==> src/rtl/midori64_unmask_serial_pkg.sv <==
// Shared constants and FSM encoding for the Midori64 threshold-implementation unmasking stage.
// Imported by midori64_unmask_serial and its nibble recombiner.
package midori64_unmask_serial_pkg;

    localparam int MIDORI_W          = 64;
    localparam int MIDORI_NIB_W      = 4;
    localparam int MIDORI_NUM_NIB    = MIDORI_W / MIDORI_NIB_W;
    localparam int MIDORI_NUM_SHARES = 3;

    typedef enum logic [1:0] {
        ST_IDLE    = 2'd0,
        ST_COMBINE = 2'd1,
        ST_DONE    = 2'd2
    } state_t;

endpackage

==> src/rtl/midori64_unmask_serial_nibble.sv <==
// Single-nibble share recombiner: the only place where all three shares meet,
// and only ever on one registered nibble slice at a time.
module midori64_unmask_serial_nibble
    import midori64_unmask_serial_pkg::*;
#(
    parameter int NIB_W = MIDORI_NIB_W
) (
    input  logic [NIB_W-1:0] in_1,
    input  logic [NIB_W-1:0] in_2,
    input  logic [NIB_W-1:0] in_3,
    output logic [NIB_W-1:0] out
);

    assign out = in_1 ^ in_2 ^ in_3;

endmodule

==> src/rtl/midori64_unmask_serial.sv <==
// Serial 3-share unmasking of the Midori64 state, one nibble per cycle, valid/ready on both sides.
// Build option UNMASK_ZEROIZE_EN: clear share registers after the last nibble and y after the output handshake.
module midori64_unmask_serial
    import midori64_unmask_serial_pkg::*;
#(
    parameter int WIDTH = MIDORI_W,
    parameter int NIB_W = MIDORI_NIB_W
) (
    input  logic             clk,
    input  logic             rst_n,
    input  logic             in_valid,
    output logic             in_ready,
    input  logic [WIDTH-1:0] x1,
    input  logic [WIDTH-1:0] x2,
    input  logic [WIDTH-1:0] x3,
    output logic             out_valid,
    input  logic             out_ready,
    output logic [WIDTH-1:0] y,
    output logic             busy
);

    // WIDTH must be a multiple of NIB_W; NUM_NIB is derived, not a parameter.
    localparam int NUM_NIB = WIDTH / NIB_W;
    localparam int CNT_W   = (NUM_NIB > 1) ? $clog2(NUM_NIB) : 1;
    localparam logic [CNT_W-1:0] LAST_NIB = CNT_W'(NUM_NIB - 1);

    state_t           r_state;
    logic [CNT_W-1:0] r_cnt;
    logic [WIDTH-1:0] r_s1;
    logic [WIDTH-1:0] r_s2;
    logic [WIDTH-1:0] r_s3;
    logic [WIDTH-1:0] r_y;
    logic             r_out_valid;
    logic             r_in_ready;
    logic             r_busy;

    logic [NIB_W-1:0] w_nib_1;
    logic [NIB_W-1:0] w_nib_2;
    logic [NIB_W-1:0] w_nib_3;
    logic [NIB_W-1:0] w_nib_y;

    // Slices come straight from registers so no glitch can expose whole shares together.
    assign w_nib_1 = r_s1[r_cnt*NIB_W +: NIB_W];
    assign w_nib_2 = r_s2[r_cnt*NIB_W +: NIB_W];
    assign w_nib_3 = r_s3[r_cnt*NIB_W +: NIB_W];

    midori64_unmask_serial_nibble #(
        .NIB_W (NIB_W)
    ) u_nibble (
        .in_1 (w_nib_1),
        .in_2 (w_nib_2),
        .in_3 (w_nib_3),
        .out  (w_nib_y)
    );

    always_ff @(posedge clk) begin
        if (!rst_n) begin
            r_state     <= ST_IDLE;
            r_cnt       <= '0;
            r_s1        <= '0;
            r_s2        <= '0;
            r_s3        <= '0;
            r_y         <= '0;
            r_out_valid <= 1'b0;
            r_in_ready  <= 1'b0;
            r_busy      <= 1'b0;
        end else begin
            case (r_state)
                ST_IDLE: begin
                    r_in_ready <= 1'b1;
                    if (in_valid && r_in_ready) begin
                        r_s1       <= x1;
                        r_s2       <= x2;
                        r_s3       <= x3;
                        r_cnt      <= '0;
                        r_in_ready <= 1'b0;
                        r_busy     <= 1'b1;
                        r_state    <= ST_COMBINE;
                    end
                end
                ST_COMBINE: begin
                    r_y[r_cnt*NIB_W +: NIB_W] <= w_nib_y;
                    if (r_cnt == LAST_NIB) begin
                        r_cnt       <= '0;
                        r_out_valid <= 1'b1;
                        r_state     <= ST_DONE;
`ifdef UNMASK_ZEROIZE_EN
                        r_s1        <= '0;
                        r_s2        <= '0;
                        r_s3        <= '0;
`endif
                    end else begin
                        r_cnt <= r_cnt + 1'b1;
                    end
                end
                ST_DONE: begin
                    // in_ready only rises after the state is back in IDLE.
                    if (out_ready) begin
                        r_out_valid <= 1'b0;
                        r_busy      <= 1'b0;
                        r_in_ready  <= 1'b1;
                        r_state     <= ST_IDLE;
`ifdef UNMASK_ZEROIZE_EN
                        r_y         <= '0;
`endif
                    end
                end
                default: begin
                    r_state     <= ST_IDLE;
                    r_cnt       <= '0;
                    r_out_valid <= 1'b0;
                    r_in_ready  <= 1'b0;
                    r_busy      <= 1'b0;
                end
            endcase
        end
    end

    assign in_ready  = r_in_ready;
    assign out_valid = r_out_valid;
    assign busy      = r_busy;
    assign y         = r_y;

endmodule

==> config.mk <==
export PLATFORM = sky130hd
export DESIGN_NAME = midori64_unmask_serial
export DESIGN_NICKNAME = d
export VERILOG_FILES = /design/src/rtl/midori64_unmask_serial_pkg.sv /design/src/rtl/midori64_unmask_serial_nibble.sv /design/src/rtl/midori64_unmask_serial.sv
export SDC_FILE = /design/constraint.sdc
export NUM_CORES = 1
export LEC_CHECK = 0
export CORE_MARGIN = 5
export CORE_UTILIZATION = 36
export CTS_CLUSTER_DIAMETER = 120
export DETAILED_ROUTE_END_ITERATION = 8
export SETUP_SLACK_MARGIN = 0.05
export SYNTH_ARGS = -nofsm -noshare
export SYNTH_HDL_FRONTEND = slang
export SYNTH_SLANG_ARGS = --single-unit
==> constraint.sdc <==
create_clock -name clk -period 6.84 [get_ports clk]
set_clock_uncertainty 0.05 [all_clocks]
set_input_delay 1.368 -clock clk [delete_from_list [all_inputs] [get_ports clk]]
set_output_delay 1.368 -clock clk [all_outputs]
set_load 0.02 [all_outputs]
Yosys cells after proc, flatten, opt, wreduce, memory -nomap -nowiden
Cells that the tools add are included.
{ "word_totals": {"reg_bits": 265, "inputBits": 196, "out_inout_bits": 67, "word_cells": 51} }
{ "op_classes": {"add_sub_neg": 2, "n_eq_ne": 6, "n_shift": 5, "n_mux": 16, "bitwise": 5, "n_reduce_logical": 8} }
{ "op_table": {"columns": ["operator", "count"], "rows": [
  ["$shiftx 64x7->4", 3],
  ["$bwmux 64", 1],
  ["$shift 4x34->64 const A", 1],
  ["$shiftx 4x34->64", 1],
  ["$neg 6->34", 1],
  ["$pmux 4 s3", 1],
  ["$pmux 1 s3", 3],
  ["$reduce_and 3->1", 3],
  ["$mux 4", 2],
  ["$xor 4x4->4", 2],
  ["$mux 2", 3],
  ["$ne 2x2->1 const B", 3],
  ["$pmux 2 s3", 1],
  ["$reduce_and 2->1", 3],
  ["$mux 1", 5],
  ["$add 4x1->4 const B", 1],
  ["$eq 4x4->1 const B", 1],
  ["$not 1->1", 3],
  ["$eq 2x1->1 const B", 1],
  ["$eq 2x2->1 const B", 1],
  ["$logic_not 2->1", 1],
  ["$logic_and 1x1->1", 1]
]} }

Logic depth before layout (Yosys ltp)
{ "logic_depth": {"ltp_word": 5, "ltp_mapped": 11, "depth_no_buf": 8} }

Modules after synthesis
Synthesis repeated with hierarchy kept, for this count alone.
{ "unflattened": {"cells_unflattened": 1306, "hier_area_um2": 11951.5} }
{ "modules_own_cells": {"columns": ["module", "instances", "cells_per_inst", "area_each_um2", "seq_area_each_um2"], "rows": [
  ["midori64_unmask_serial", 1, 1302, 11856.4, 5305.1],
  ["midori64_unmask_serial_nibble", 1, 4, 95.1, 0.0]
]} }

Worst setup path after synthesis
OpenSTA, ideal clock, no wires.
{ "synth_path": {"path_kind": "input -> register", "startpoint": "input port rst_n", "endpoint": "register r_y[24], in the netlist y[24]", "setup_time_ns": 0.059, "arrival_time_ns": 2.479, "required_time_ns": 6.731, "slack_ns": 4.252, "cell_stages": 6, "n_path_buf": 1, "cell_sequence": "clkbuf_1 > inv_2 > a211oi_1 > nand3_1 > nor2_1 > a22o_1"} }
{ "synth_rtl": {"columns": ["item", "line_no", "text"], "rows": [
  ["start, declared", "midori64_unmask_serial.sv:10", "input logic rst_n,"],
  ["end signal, assigned by index", "midori64_unmask_serial.sv:82", "r_y[r_cnt*NIB_W +: NIB_W] <= w_nib_y;"],
  ["end, declared", "midori64_unmask_serial.sv:32", "logic [WIDTH-1:0] r_y;"]
]} }

Worst setup path in the final report
{ "layout_path": {"startpoint": "register r_cnt[0]", "endpoint": "register r_y[3], in the netlist y[3]"} }
{ "layout_via": {"elab_chain_cells": 5, "word_cells_on_any_way": 9, "cone_classes": "1 x add/sub; 5 x shift; 1 x mux; 2 x bitwise"} }
{ "layout_lines": {"columns": ["item", "line_no", "text"], "rows": [
  ["start, declared", "midori64_unmask_serial.sv:28", "logic [CNT_W-1:0] r_cnt;"],
  ["start signal, assigned", "midori64_unmask_serial.sv:93", "r_cnt <= r_cnt + 1'b1;"],
  ["$shiftx 64x7->4 (on tied branches)", "midori64_unmask_serial.sv:43, midori64_unmask_serial.sv:44", null],
  ["$xor 4x4->4 (2 in series)", "midori64_unmask_serial_nibble.sv:14", "assign out = in_1 ^ in_2 ^ in_3;"],
  ["$shiftx 4x34->64", "midori64_unmask_serial.sv:82", null],
  ["$bwmux 64 *", "midori64_unmask_serial.sv:82", null]
]} }
Mark *: on every way between the ends. The rest lies on a longest branch, timed or not.
A chain may end at the register's enable or synchronous reset.

==> results.yml <==
run_status:
  outcome: "complete, no violations"
critical_path:
  reg2reg_depth: 7
  path_class: "reg2reg"
  rr_startpoint: "r_cnt[0]"
  crit_chain: "buf_4, mux4_1, a22o_1, a221oi_2, xnor2_1, xnor2_2, o21ai_0"
  crit_buf_inv: 1
  cp-endpoint: "y[3]"
  reg2reg_to: "y[3]"
  cpPeakStageDelay_ns: 0.72
  crit_required_ns: 7.16
  cp_max_fo: 30
  regToRegSetupSlack_ns: 3.12
  cp-start-kind: "register"
  worst-path-stages: 7
  critPathTopFamily: "XOR/XNOR gates"
  slowest_stage: "xnor2_2"
  worstPathArrival_ns: 4.04
  end_kind: "register"
  cp-startpoint: "r_cnt[0]"
logic_synthesis:
  syn_nets: 1404
  async_flop_share_pct: 0
  synthTopCellsByArea: "dfxtp_1 (49%), nand2_1 (14%), a21oi_1 (9.8%)"
  yosysSeqAreaShare_pct: 49.19
  synth.cells.most_frequent: "nand2_1 (413), dfxtp_1 (265), a21oi_1 (212), clkbuf_1 (64), a22o_1 (51)"
  synth_largest_area_cell: "dfxtp_1"
  synth.most_common_cell: "nand2_1"
  synth-seq-cells: 265
  netlist_instances: 1202
  syn_area_sq_um: 10790
  synth_top_area_share_pct: 49.19
  synth_cell_types: 40
  postSynthAreaPerCell_sq_um: 8.973
  synth_ff_type: "dfxtp_1"
  yosys_warnings: 0
  synth_edf_count: 0
detailed_routing:
  wl_um: 32000
  via_per_inst: 5.051
  dr.pass1.iters: 4
  wl_per_cell_um: 17.49
  drtIter0Drc: 544
  via_count: 9239
  drc: 0
  ant_nets: 0
timing:
  max_freq_mhz: 269.1
  maxSlewHeadroom_pct: 22.05
  drv_slew: 0
  hold_ws_ns: 0.3989
  min_period_over_period_pct: 54.33
  period_minus_slack_ns: 3.716
  hold_violations: 0
  finalSetupViolations: 0
  rsz0062_at_grt: "false"
  fin_tns_setup_ns: 0
  tightestPinTransition_ns: 1.167
cells_and_area:
  final_nets: 1617
  area_delta_synth_final_pct: 34.92
  drive_above_1_share_pct: 7.178
pwr:
  power_mw: 3.684
  ir_worst_vdd_v: 0.0001717
  p_leak_nw: 5.093
  powerDensity_nw_per_um2: 253.1
placed_design:
  dpl.hpwl_um: 22150
  portBuffers: 262
  gp_congestion: 0.7750
floorplan:
  die_x_um: 183.1
  die_h_um: 183.1
  start_util_pct: 36.39
  rows: 63
  boundaryPins: 263
  dieArea_sq_um: 33520
  coreArea_sq_um: 29640
global_route:
  antenna_found_initial: 6
  grt_max_degree: 194
  overflow: 0
  grt_pass1_vias: 9001
  grt_util_all_layers_pct: 17.90
  grt_pass1_wl_um: 48710
clocking:
  h-tree-depth: 1
  clock_latency_ns: 0.53
  post_cts_buffers: 0
  path_clk_slew_ns: 0.06
  max-clock-path-buffers: 3
  cts_tree: "built"
  cts_made_buffers: 29
  root_buffer: "clkbuf_16"
  postCtsHoldBufs: 0
  clock_sinks: 265
  cts_resized: 0
job:
  max_cap_viol_count: 0
min_path:
  hold_path_class: "reg2reg"
==> stage by stage <==
step	setup slack, ns	cells	cell area (sq um)	util (%)
floorplan	4.252	1202	10790	-
global placement	2.910	1774	13570	45.80
detailed placement	2.842	1774	13570	45.80
CTS	3.011	1825	14540	49.06
global route	2.856	1827	14550	49.08
finish	3.124	1829	14550	49.10
==> cells in the final DEF, fill, tap and decap left out, types with 10 or more instances in the layout <==
cell and n:
clkbuf_8 10, a21oi_1 212, nand2_1 413, dfxtp_1 263
mux4_2 37, mux4_1 12, clkdlybuf4s50_1 262, clkbuf_16 29
nor2_1 27, o31ai_1 14, a22o_1 51, a22oi_1 17
==> flip-flops by register name (all words and copies together) (netlist names) <==
register   flops
in_ready       1
y             64
r_s3          64
r_s2          64
r_s1          64
busy           1
out_valid      1
r_cnt          4
r_state        2
==> logic make-up after synthesis <==
group / synth area share (%)
AOI/OAI and AO/OA: 17.36
xor gates and xnor gates: 1.079
adders and majority gates: 0.6960
buffers and inverters: 4.060
DFF: 49.19
muxes: 10.74
and+or+nand+nor: 16.88
==> power by group <==
group / total [mW] / internal (mW) / switching (mW)
Clock: 1.56 / 0.957 / 0.601
Sequential: 1.66 / 1.62 / 0.0458
Combinational: 0.461 / 0.216 / 0.245
Total: 3.68 / 2.79 / 0.892
==> cell type report <==
| cell class | instances | area (sq um) |
|---|---|---|
| clock buffers | 46 | 889.6 |
| repair buffers | 270 | 2695 |
| inverters | 6 | 27.53 |
| flip-flops and latches | 265 | 5310 |
| fillers | 2846 | 15090 |
| well taps | 390 | 488.0 |
| multi-input cells | 843 | 5052 |
| clock inverters | 5 | 78.83 |
| diodes | 4 | 10.01 |
==> routing by layer <==
layer  part of all wire, %  GRT usage (%)
met1                    44          23.41
met2                    48          30.41
met3                   5.8          3.887
met4                   1.8          4.261
met5                  0.18              0
==> worst min path at each step <==
stage          endpoint  cells past startpoint  startpoint
2_1_floorplan  r_s1[20]                      2    r_s1[20]
5_1_grt        r_s1[54]                      2    r_s1[54]
6_report       r_s3[51]                      2    r_s3[51]
3_5_place_dp   r_s3[51]                      2    r_s3[51]
3_3_place_gp   r_s3[27]                      2    r_s3[27]
4_1_cts        r_s3[51]                      2    r_s3[51]
==> tightest hold or removal path, cell delays in order, from the launching register on <==
cell	delay, ns
dfxtp_1	0.30
nand2_1	0.05
a21oi_1	0.05
No activity file was read; power rests on OpenSTA's default activity.
